File: src/rtl/apb_arbiter.sv
// Two-requester APB master: round-robin arbitration, SETUP/ACCESS sequencing,
// per-requester read-data return and an ACCESS-phase timeout abort.
module apb_arbiter #(
    parameter int unsigned ADDR_W  = 32,
    parameter int unsigned DATA_W  = 32,
    parameter int unsigned TO_W    = 8,
    parameter int unsigned TIMEOUT = 255
) (
    input  logic              CLK,
    input  logic              RESET,

    input  logic              m0_req,
    input  logic              m0_write,
    input  logic [ADDR_W-1:0] m0_addr,
    input  logic [DATA_W-1:0] m0_wdata,
    input  logic [1:0]        m0_strb,
    output logic [DATA_W-1:0] m0_rdata,
    output logic              m0_done,
    output logic              m0_err,

    input  logic              m1_req,
    input  logic              m1_write,
    input  logic [ADDR_W-1:0] m1_addr,
    input  logic [DATA_W-1:0] m1_wdata,
    input  logic [1:0]        m1_strb,
    output logic [DATA_W-1:0] m1_rdata,
    output logic              m1_done,
    output logic              m1_err,

    output logic [ADDR_W-1:0] PADDR,
    output logic              PSEL,
    output logic              PENABLE,
    output logic              PWRITE,
    output logic [DATA_W-1:0] PWDATA,
    output logic [1:0]        PSTRB,
    input  logic [DATA_W-1:0] PRDATA,
    input  logic              PREADY,

    output logic [1:0]        grant
);

    typedef enum logic [1:0] {StIdle, StSetup, StAccess, StResp} state_e;

    // Counter value seen on the last ACCESS cycle allowed before abort.
    localparam logic [TO_W-1:0] CntLast = TO_W'(TIMEOUT - 1);

    state_e            state_q, state_d;
    logic              owner_q, owner_d;   // 0 = m0, 1 = m1
    logic              last_q, last_d;
    logic              err_q, err_d;
    logic [TO_W-1:0]   cnt_q, cnt_d;
    logic [ADDR_W-1:0] addr_q, addr_d;
    logic              write_q, write_d;
    logic [DATA_W-1:0] wdata_q, wdata_d;
    logic [1:0]        strb_q, strb_d;
    logic [DATA_W-1:0] rdata0_q, rdata0_d;
    logic [DATA_W-1:0] rdata1_q, rdata1_d;

    logic winner;

    // Tie goes to the master that did not win the previous tie.
    always_comb begin
        if (m0_req && m1_req) begin
            winner = ~last_q;
        end else begin
            winner = m1_req;
        end
    end

    always_comb begin
        state_d  = state_q;
        owner_d  = owner_q;
        last_d   = last_q;
        err_d    = err_q;
        cnt_d    = cnt_q;
        addr_d   = addr_q;
        write_d  = write_q;
        wdata_d  = wdata_q;
        strb_d   = strb_q;
        rdata0_d = rdata0_q;
        rdata1_d = rdata1_q;

        unique case (state_q)
            StIdle: begin
                if (m0_req || m1_req) begin
                    owner_d = winner;
                    if (m0_req && m1_req) begin
                        last_d = winner;
                    end
                    addr_d  = winner ? m1_addr  : m0_addr;
                    write_d = winner ? m1_write : m0_write;
                    wdata_d = winner ? m1_wdata : m0_wdata;
                    strb_d  = winner ? m1_strb  : m0_strb;
                    state_d = StSetup;
                end
            end
            StSetup: begin
                cnt_d   = '0;
                state_d = StAccess;
            end
            StAccess: begin
                if (PREADY) begin
                    err_d = 1'b0;
                    if (!write_q) begin
                        if (owner_q) begin
                            rdata1_d = PRDATA;
                        end else begin
                            rdata0_d = PRDATA;
                        end
                    end
                    state_d = StResp;
                end else if (cnt_q == CntLast) begin
                    err_d = 1'b1;
                    if (!write_q) begin
                        if (owner_q) begin
                            rdata1_d = '0;
                        end else begin
                            rdata0_d = '0;
                        end
                    end
                    state_d = StResp;
                end else begin
                    cnt_d = cnt_q + 1'b1;
                end
            end
            StResp: begin
                state_d = StIdle;
            end
            default: begin
                state_d = StIdle;
            end
        endcase
    end

    always_ff @(posedge CLK or negedge RESET) begin
        if (!RESET) begin
            state_q  <= StIdle;
            owner_q  <= 1'b0;
            last_q   <= 1'b1;
            err_q    <= 1'b0;
            cnt_q    <= '0;
            addr_q   <= '0;
            write_q  <= 1'b0;
            wdata_q  <= '0;
            strb_q   <= '0;
            rdata0_q <= '0;
            rdata1_q <= '0;
        end else begin
            state_q  <= state_d;
            owner_q  <= owner_d;
            last_q   <= last_d;
            err_q    <= err_d;
            cnt_q    <= cnt_d;
            addr_q   <= addr_d;
            write_q  <= write_d;
            wdata_q  <= wdata_d;
            strb_q   <= strb_d;
            rdata0_q <= rdata0_d;
            rdata1_q <= rdata1_d;
        end
    end

    assign PSEL    = (state_q == StSetup) || (state_q == StAccess);
    assign PENABLE = (state_q == StAccess);
    assign PADDR   = addr_q;
    assign PWRITE  = write_q;
    assign PWDATA  = wdata_q;
    assign PSTRB   = strb_q;

    assign grant    = (state_q == StIdle) ? 2'b00 : (owner_q ? 2'b10 : 2'b01);
    assign m0_done  = (state_q == StResp) && !owner_q;
    assign m1_done  = (state_q == StResp) && owner_q;
    assign m0_err   = m0_done && err_q;
    assign m1_err   = m1_done && err_q;
    assign m0_rdata = rdata0_q;
    assign m1_rdata = rdata1_q;

endmodule

File: config.mk
export PLATFORM = sky130hd
export DESIGN_NAME = apb_arbiter
export DESIGN_NICKNAME = d
export VERILOG_FILES = /design/src/rtl/apb_arbiter.sv
export SDC_FILE = /design/constraint.sdc
export NUM_CORES = 1
export LEC_CHECK = 0
export ABC_AREA = 1
export CAP_MARGIN = 5
export CORE_MARGIN = 2
export CORE_UTILIZATION = 39
export CTS_BUF_LIST = sky130_fd_sc_hd__clkbuf_4 sky130_fd_sc_hd__clkbuf_8
export CTS_CLUSTER_SIZE = 16
export DETAILED_ROUTE_END_ITERATION = 8
export PLACE_DENSITY = 0.82
export SYNTH_ARGS = -nofsm -noshare
export SYNTH_HDL_FRONTEND = slang
export SYNTH_SLANG_ARGS = --single-unit
File: constraint.sdc
create_clock -name CLK -period 1.5 [get_ports CLK]
set_input_delay 0.3 -clock CLK [delete_from_list [all_inputs] [get_ports CLK]]
set_output_delay 0.3 -clock CLK [all_outputs]
set_load 0.03 [all_outputs]
==> results of run 1 <==
[through the flow]
stage	power [mW]	hold WS, ps
finish	24.46	316.1
detailed placement	18.74	214.2
floorplan	13.37	4.409
CTS	24.51	302.0
global placement	18.52	216.0
global route	25.73	312.9
[repair_timing]
action | in CTS | in global routing
resized for setup | 560 | 109
hold buffers | 1 | 0
endpoints found under the hold margin | 28 | 0
buffers inserted | 22 | 8
gates cloned | 16 | 7
pin swaps | 48 | 53
endpoints found under the setup margin | 261 | 188
[worst max-delay path, delay by kind of cell, from the launching register on]
kind / cells / cell delay (ps)
flip-flops: 1 / 410
adder cells (fa/ha/maj): 1 / 150
buffers and inverters: 4 / 490
[registers in the layout, summed over array words and instances (netlist names)]
register,flops
err_q,1
PWDATA,32
state_q,2
m0_rdata,32
PSTRB,2
PWRITE,1
owner_q,1
PADDR,32
m1_rdata,32
cnt_q,8
last_q,1
[layer usage]
layer  track usage  wire length (um)
met2        0.4709             12590
met4        0.1380              1096
met3       0.08919              2346
met5             0                 0
met1        0.3087              8866
[cells by family after synthesis]
group	count (synthesis)	synth area share
buffers and inverters	64	0.06046
flip-flops	144	0.5461
adder cells (fa/ha/maj)	6	0.01137
AND/OR/NAND/NOR	294	0.1808
AO/OA/AOI/OAI	214	0.2013
[how the worst min path moves through the flow]
| stage | to | cells past startpoint | startpoint | slack [ps] |
|---|---|---|---|---|
| after global routing | m1_rdata[6]$_DFFE_PN0P_ | 2 | RESET | 310 |
| after floorplan | PADDR[0]$_DFFE_PN0P_ | 0 | RESET | 4 |
| after global placement | m1_rdata[6]$_DFFE_PN0P_ | 1 | RESET | 220 |
| final | m0_rdata[8]$_DFFE_PN0P_ | 2 | RESET | 320 |
| after CTS | m1_rdata[6]$_DFFE_PN0P_ | 2 | RESET | 300 |
| after detailed placement | m1_rdata[6]$_DFFE_PN0P_ | 1 | RESET | 210 |
[layout make-up]
type	instances	area (sq um)	share of cell area
Antenna cell	1	2.502	0.0002123
Clock buffer	20	262.8	0.02229
Clock inverter	12	135.1	0.01146
Inverter	18	91.34	0.007748
Multi-Input combinational cell	516	3052	0.2589
Sequential cell	144	3607	0.3060
Tap cell	220	275.3	0.02335
Timing Repair Buffer	389	4363	0.3701
[cell usage in the layout (no fill, tap or decap), types with 4 or more instances in the layout]
| cell | n |
|---|---|
| clkdlybuf4s15_2 | 92 |
| clkbuf_2 | 24 |
| nor2_4 | 6 |
| nor2_1 | 69 |
| o21ai_2 | 107 |
| inv_1 | 7 |
| nand3_1 | 12 |
| o21ai_0 | 15 |
| nand2_4 | 4 |
| buf_6 | 17 |
| buf_16 | 9 |
| clkbuf_16 | 6 |
| dfrtp_1 | 141 |
| clkbuf_8 | 18 |
| buf_2 | 13 |
| inv_2 | 7 |
| clkinvlp_4 | 4 |
| o21ai_1 | 84 |
| nand2_1 | 170 |
| buf_4 | 22 |
| nand2_2 | 21 |
| nand3_4 | 4 |
| buf_8 | 7 |
| clkdlybuf4s50_1 | 169 |
| buf_12 | 29 |
[where the power goes]
part           switching, mW  total (mW)  internal (mW)
Clock                   1.58        3.15           1.57
Sequential              1.05        6.61           5.56
Combinational           8.39        14.7           6.31
Total                   11.0        24.5           13.4
==> metrics, run 1 <==
CP Cell Sequence buf_6, ha_4, buf_6, buf_6, buf_6; Clock Latency Late Sink roughly 460 ps; Cell Pwr Density 2075 nW/um^2; fin area between 10000 and 15000 sq um; Max-Cap Viols 0; Post-DP HPWL approximately 15 mm; Placed Area just over 10000 sq um; Buffers on Ports slightly above 300; Pins Over Slew Limit 0; HP Class primary input to async pin; Fillers 1174; RSZ-0062 raised after global routing true; R2R setup slack -230 ps; largest net degree at the start of global routing 69; IO Pins 310; Die X roughly 130 um; CTS tree done; wirelength, routed about 25 mm; Via Count 6822; Area contributors post-synth dfrtp_1 (54%), nand2_1 (11%), o21ai_2 (8.0%), o21ai_0 (7.9%), nor2_1 (4.2%); htree depth 4; Tot GR Track Use 0.2750; outcome finished, violations left; Startpoint Class flip-flop; Synth async-reset ratio 1.000; r2r startpoint state_q[0]$_DFFE_PN0P_; CP max stage cell dfrtp_1; num rows 47; achievable frequency between 0.5 and 0.6 GHz; failing checks negative setup slack; final hold vios 0; clock sink count 144; Avg WL per Cell between 15 and 20 um; number of flops mapped to enable cells by yosys 0; top-area cell type share of the netlist area 0.5421; top_reg_cell synth dfrtp_1; Rel. slew slack 0.7023; die area 17980 sq um; initial antenna violation count 1; Static Leak roughly 5.2 nW; Final min period between 1500 and 2000 ps; fin cells approximately 1300; DRC errors left 0; Die Ht 134.1 um; first-pass GRT wire length 37.86 mm; post-synthesis cell type count 29; most common cell in the synthesized netlist nand2_1; Synthesis Warnings 0; CP Capture Type output port; Cells after DPL about 1200; gpl congestion around 0.86; nets ~1300; area of the core about 17000 sq um; CP max stage delay approximately 410 ps; post-synth top area cell dfrtp_1; crit-path max FO 3; Vias/cell about 5.2; Synth Net Count about 900; # setup viols final 147; Initial Utilization 0.3981; GRT Residual Overflow 0; post-synthesis sequential area ratio 0.5461; 1st-iter DRT viols roughly 330; Layout area overhead 78.58%; Clock Tree Root clkbuf_8; syn_area_per_cell 9.143 sq um; Final Util 0.7109; worst r2r dst PWDATA[17]$_DFFE_PN0P_; Pre-antenna DRT Iters 5; Req. time, crit path between 1000 and 1500 ps; Routed Antenna Nets 0; Max Clock Skew between 10 and 15 ps; Slew @ Worst Pin 446.5 ps; Yosys reg bits roughly 140; CP startpoint state_q[1]$_DFFE_PN0P_; setup TNS -15070 ps; cts bufs inserted 17; worst vdd ir between 0.001 and 0.0015 V; Clk pin slew, worst setup/hold paths 80 ps; CP dominant cell by count buf_6; Placement Setup Slack -283.1 ps; cells after synthesis between 700 and 800; Worst Path Arrival between 1000 and 1500 ps; number of global-route vias before repair 7162; CTS max path bufs 2; Post-synth top cells nand2_1 (192), dfrtp_1 (143), o21ai_0 (104); layout cells sized above 1 0.3858; final critical-path share of the clock period 1.196; setup ws final -294.7 ps; Worst Reg2Reg Path Length in Cells 11; Worst Setup EP PENABLE; cell area after synthesis ~6600 sq um; Critical Setup Path Class flip-flop to output port
No activity file was read; power rests on OpenSTA's default activity.
==> run 2: changes to the inputs <==
--- a/config.mk
+++ b/config.mk
@@ -12,6 +12,7 @@
 export CTS_BUF_LIST = sky130_fd_sc_hd__clkbuf_4 sky130_fd_sc_hd__clkbuf_8
 export CTS_CLUSTER_SIZE = 16
 export DETAILED_ROUTE_END_ITERATION = 8
+export GPL_TIMING_DRIVEN = 0
 export PLACE_DENSITY = 0.82
 export SYNTH_ARGS = -nofsm -noshare
 export SYNTH_HDL_FRONTEND = slang
==> metrics, run 2 (synthesized netlist as in run 1, its figures left out) <==
Rel. slew slack 0.5158 (-0.1865); area of the core 16580 sq um (unchanged); Cell Pwr Density 2088 nW/um^2 (+0.62%); achievable frequency 0.5753 GHz (+3.3%); outcome finished, violations left; Via Count 6930 (+1.6%); final hold vios 0 (unchanged); final critical-path share of the clock period 1.159 (-0.03771); CTS tree done; CP startpoint state_q[0]$_DFFE_PN0P_; Tot GR Track Use 0.2571 (-0.01791); Pre-antenna DRT Iters 4 (-1); RSZ-0062 raised after global routing true; worst vdd ir 0.001344 V (+11%); Critical Setup Path Class flip-flop to flip-flop; Hold Crit Endpoint m1_rdata[31]$_DFFE_PN0P_; Worst Reg2Reg Path Length in Cells 10 (-1); Layout area overhead 82.11%; htree depth 4 (unchanged); CP bufs+invs 6 (+2); Final Util 0.7249 (+0.01403); first-pass GRT wire length 35.71 mm (-5.7%); CTS max path bufs 2 (unchanged); Avg WL per Cell 19.39 um (+2.8%); delay-heaviest family, CP buffers and inverters; 1st-iter DRT viols 205 (-38%); R2R setup slack -240 ps (about the same); setup ws final -238.2 ps (+56.57 ps); Max Clock Skew 15.61 ps (+2.910 ps); CP Cell Sequence inv_2, ha_4, inv_2, a21oi_4, buf_6, inv_12, buf_4, buf_6, nand2_1, o21ai_1; Final min period 1738 ps (-56.57 ps); Die Ht 134.1 um (unchanged); CP max stage delay 420 ps (about the same); crit-path max FO 7 (+4); # setup viols final 141 (-4.1%); clock sink count 144 (unchanged); Clk pin slew, worst setup/hold paths 100 ps (+20 ps); setup TNS -23870 ps (-8803 ps); most frequent cells in the layout clkdlybuf4s50_1 (168), dfrtp_1 (141), o21ai_2 (120); Slew @ Worst Pin 726.3 ps (+279.8 ps); gpl congestion 0.8762 (+1.8%); Static Leak 5.293 nW (+2.8%); DRC errors left 0 (unchanged); worst hold path cell count 3; wirelength, routed 25.94 mm (+4.2%); Post-DP HPWL 16.19 mm (+5.6%); HP Class primary input to flip-flop; Routed Antenna Nets 0 (unchanged); failing checks negative setup slack; die area 17980 sq um (unchanged); worst r2r dst PWDATA[24]$_DFFE_PN0P_; Startpoint Class flip-flop; Clock Tree Root clkbuf_8; GRT Residual Overflow 0 (unchanged); Pins Over Slew Limit 0 (unchanged); initial antenna violation count 2 (+1); Clock Latency Late Sink 470 ps (about the same); number of global-route vias before repair 6764 (-5.6%); CP Capture Type flip-flop; Worst Path Arrival 2090 ps (+600 ps); Req. time, crit path 1850 ps (+650 ps); nets 1280 (+1.3%); Max-Cap Viols 0 (unchanged); most common cell after layout, fill and taps aside clkdlybuf4s50_1; Initial Utilization 0.3981 (unchanged); r2r startpoint state_q[0]$_DFFE_PN0P_; Vias/cell 5.179 (+0.22%); num rows 47 (unchanged); CP max stage cell dfrtp_1; cts bufs inserted 17 (unchanged); Buffers on Ports 308 (-0.32%); Die X 134.1 um (unchanged); Hold Startpoint PREADY; largest net degree at the start of global routing 74 (+7.2%); layout cells sized above 1 0.4677 (+0.08194); IO Pins 310 (unchanged); Fillers 1153 (-1.8%)
==> run 2: cell types whose count changed in the layout (fill, tap and decap cells not counted), sizes merged, moves of 2 or more <==
cell           delta
clkbuf            -9
buf              +46
clkinvlp          -2
bufinv            -2
inv               +7
nand2             +2
clkdlybuf4s15    -23
==> run 2: tightest hold or removal path: cells and delay by family <==
kind | cells | cell delay, ps
AO/OA/AOI/OAI | 1 | 70
AND/OR/NAND/NOR | 1 | 140
buffers and inverters | 1 | 180
==> run 2: power breakdown <==
group / internal [mW] / switching [mW]
Sequential: 5.56 / 1.52
Clock: 1.22 / 1.82
Combinational: 6.37 / 8.61
==> run 2: what timing repair did <==
action,4_1_cts,5_1_grt
cloned,10,15
buffers inserted,18,15
setup endpoints to repair,278,175
gates resized for setup,601,372
endpoints found under the hold margin,70,0
pin swaps,6,34
hold buffers,1,0
==> run 2: cell type report <==
| class | instances | area [sq um] | area share |
|---|---|---|---|
| timing repair buffer | 362 | 3655 | 0.3040 |
| sequential | 144 | 3607 | 0.3001 |
| multi-input combinational | 517 | 3537 | 0.2942 |
| buffer | 43 | 486.7 | 0.04049 |
| tap | 220 | 275.3 | 0.02290 |
| clock buffer | 17 | 234.0 | 0.01946 |
| clock inverter | 15 | 138.9 | 0.01155 |
| inverter | 18 | 82.58 | 0.006869 |
| antenna | 2 | 5.005 | 0.0004163 |
==> run 2: worst max-delay path by stage <==
stage / slack (ps) / to / cells past startpoint
after floorplan: -30 / m0_rdata[23]$_DFFE_PN0P_ / 8
after global routing: -330 / PADDR[28]$_DFFE_PN0P_ / 10
after global placement: -5730 / PSTRB[0]$_DFFE_PN0P_ / 1
after CTS: -260 / m0_err / 4
after detailed placement: -490 / PWDATA[31]$_DFFE_PN0P_ / 7
final: -240 / PWDATA[24]$_DFFE_PN0P_ / 10
==> run 2: stage by stage <==
step	setup slack, ps	instances	total power [mW]	instance area [sq um]	hold slack (ps)
after floorplan	-25.32	722	13.37	6638	4.409
after global placement	-5735	1250	18.28	9996	464.1
after detailed placement	-488.8	1251	18.50	10020	372.7
after CTS	-256.9	1311	23.11	11210	253.8
after global routing	-325.9	1338	26.30	12020	272.4
final	-238.2	1338	25.10	12020	277.4
==> run 2: layer usage <==
metal	part of all wire	track usage	up-vias
li1	-	-	3168
met1	0.36	0.2929	3359
met2	0.52	0.4530	332
met3	0.082	0.07710	71
met4	0.039	0.1023	0
met5	0	0	-
==> run 3: changes to the inputs <==
--- a/config.mk
+++ b/config.mk
@@ -10,6 +10,7 @@
 export CORE_MARGIN = 2
 export CORE_UTILIZATION = 39
 export CTS_BUF_LIST = sky130_fd_sc_hd__clkbuf_4 sky130_fd_sc_hd__clkbuf_8
+export CTS_CLUSTER_DIAMETER = 120
 export CTS_CLUSTER_SIZE = 16
 export DETAILED_ROUTE_END_ITERATION = 8
 export GPL_TIMING_DRIVEN = 0
==> results of run 3 <==
Same layout as run 2: the final DEF is identical, and so are final timing and power.
==> RTL edit (settings of run 3) <==
Change the parameter `TO_W` from 8 to 6.
--- a/src/rtl/apb_arbiter.sv
+++ b/src/rtl/apb_arbiter.sv
@@ -3,7 +3,7 @@
 module apb_arbiter #(
     parameter int unsigned ADDR_W  = 32,
     parameter int unsigned DATA_W  = 32,
-    parameter int unsigned TO_W    = 8,
+    parameter int unsigned TO_W    = 6,
     parameter int unsigned TIMEOUT = 255
 ) (
     input  logic              CLK,
Behaviour: same outputs for any inputs over 4 cycles, from zero or initial values and one cycle with RESET low; that may be too few to reach the edited logic, so the function may still have changed.
==> RTL edit against run 3 <==
- the flow still finishes with violations (setup timing)
- total power shrank 12%
- clock power is 5% lower
- worst setup slack got worse by 0.0018 ns
- synthesized area is 2.8% lower
- maximum frequency is 0.10% lower
- combinational power is 15% lower
- wire length decreased by 7.7%
- design area shrank 7.1%
- sequential cell count shrank 2
- synthesized cell count decreased by 2.1%
- critical endpoint is now m1_err
==> RTL edit: results <==
export IMPL_grt_max_degree=75
export IMPL_finalSetupTns_ns=-19.31
export IMPL_ys_ff_latch=142
export IMPL_clkCellAreaFrac_pct=3.22
export IMPL_status="finished, violations left"
export IMPL_grtUsageMet2_pct=49.6
export IMPL_insertion_delay_ns=0.45
export IMPL_layout_setup_ws_ns=-0.240
export IMPL_fin_skew_ns=0.0115
export IMPL_wl_met3_mm=2.00
export IMPL_path_delay_family="flip-flops"
export IMPL_ys_top_cells_by_area="dfrtp_1 (55%), nand2_1 (11%), o21ai_0 (8.4%)"
export IMPL_routedWlPerCell_um=18.3
export IMPL_maxSlewHeadroom_pct=54.8
export IMPL_numPlacedInstances=1232
export IMPL_path_clk_slew_ns=0.08
export IMPL_buffers=398
export IMPL_regArea_um2=3560
export IMPL_bufAreaShareNonClock_pct=36.1
export IMPL_track_usage_pct=27.6
export IMPL_fill_cells=1180
export IMPL_violations="setup timing"
export IMPL_met2_length_mm=12.4
export IMPL_synth_cells=707
export IMPL_use_met3_pct=8.77
export IMPL_hold_slack_ns=0.285
export IMPL_drive_gt1_share_pct=36.6
export IMPL_leakagePower_uw=0.00496
export IMPL_setup_viol=144
export IMPL_routed_top_layer="met5"
export IMPL_multi_input_area_um2=2880
export IMPL_vias=6566
export IMPL_synth_xor_area_share_pct=0.273
export IMPL_crit_arrival_ns=1.44
export IMPL_synth_compound_area_share_pct=19.6
export IMPL_synth_adder_area_share_pct=1.17
-- RTL edit: timing repair --
item / in CTS / in global routing
pin swaps: 31 / 7
buffers inserted: 30 / 6
resized for setup: 625 / 101
endpoints found under the hold margin: 68 / 0
hold buffers: 1 / 0
endpoints found under the setup margin: 273 / 186
cloned: 13 / 0
-- RTL edit: worst paths after layout --
path / to / cells after the start
worst max register to register: PADDR[1] / 9
worst min-delay path: m1_rdata[23] / 3
worst min register to register: m1_rdata[0] / 2
worst max-delay path: m1_err / 4
min in group asynchronous: m1_rdata[16] / 2
max in group asynchronous: last_q / 3
-- RTL edit: logic make-up (layout without fill, tap and decap cells) --
family,after synthesis,count (layout)
AOI/OAI and AO/OA,207,207
xor gates and xnor gates,2,2
DFF,142,142
adders and majority gates,6,6
and+or+nand+nor,288,289
buffers and inverters,62,447
-- RTL edit: metrics by stage --
step                      power [uW]  instance area [um2]
after floorplan                12700                 6440
after global placement         17400                 9790
after detailed placement       17600                 9820
after CTS                      21900                11100
after global routing           23300                11200
final                          22200                11200
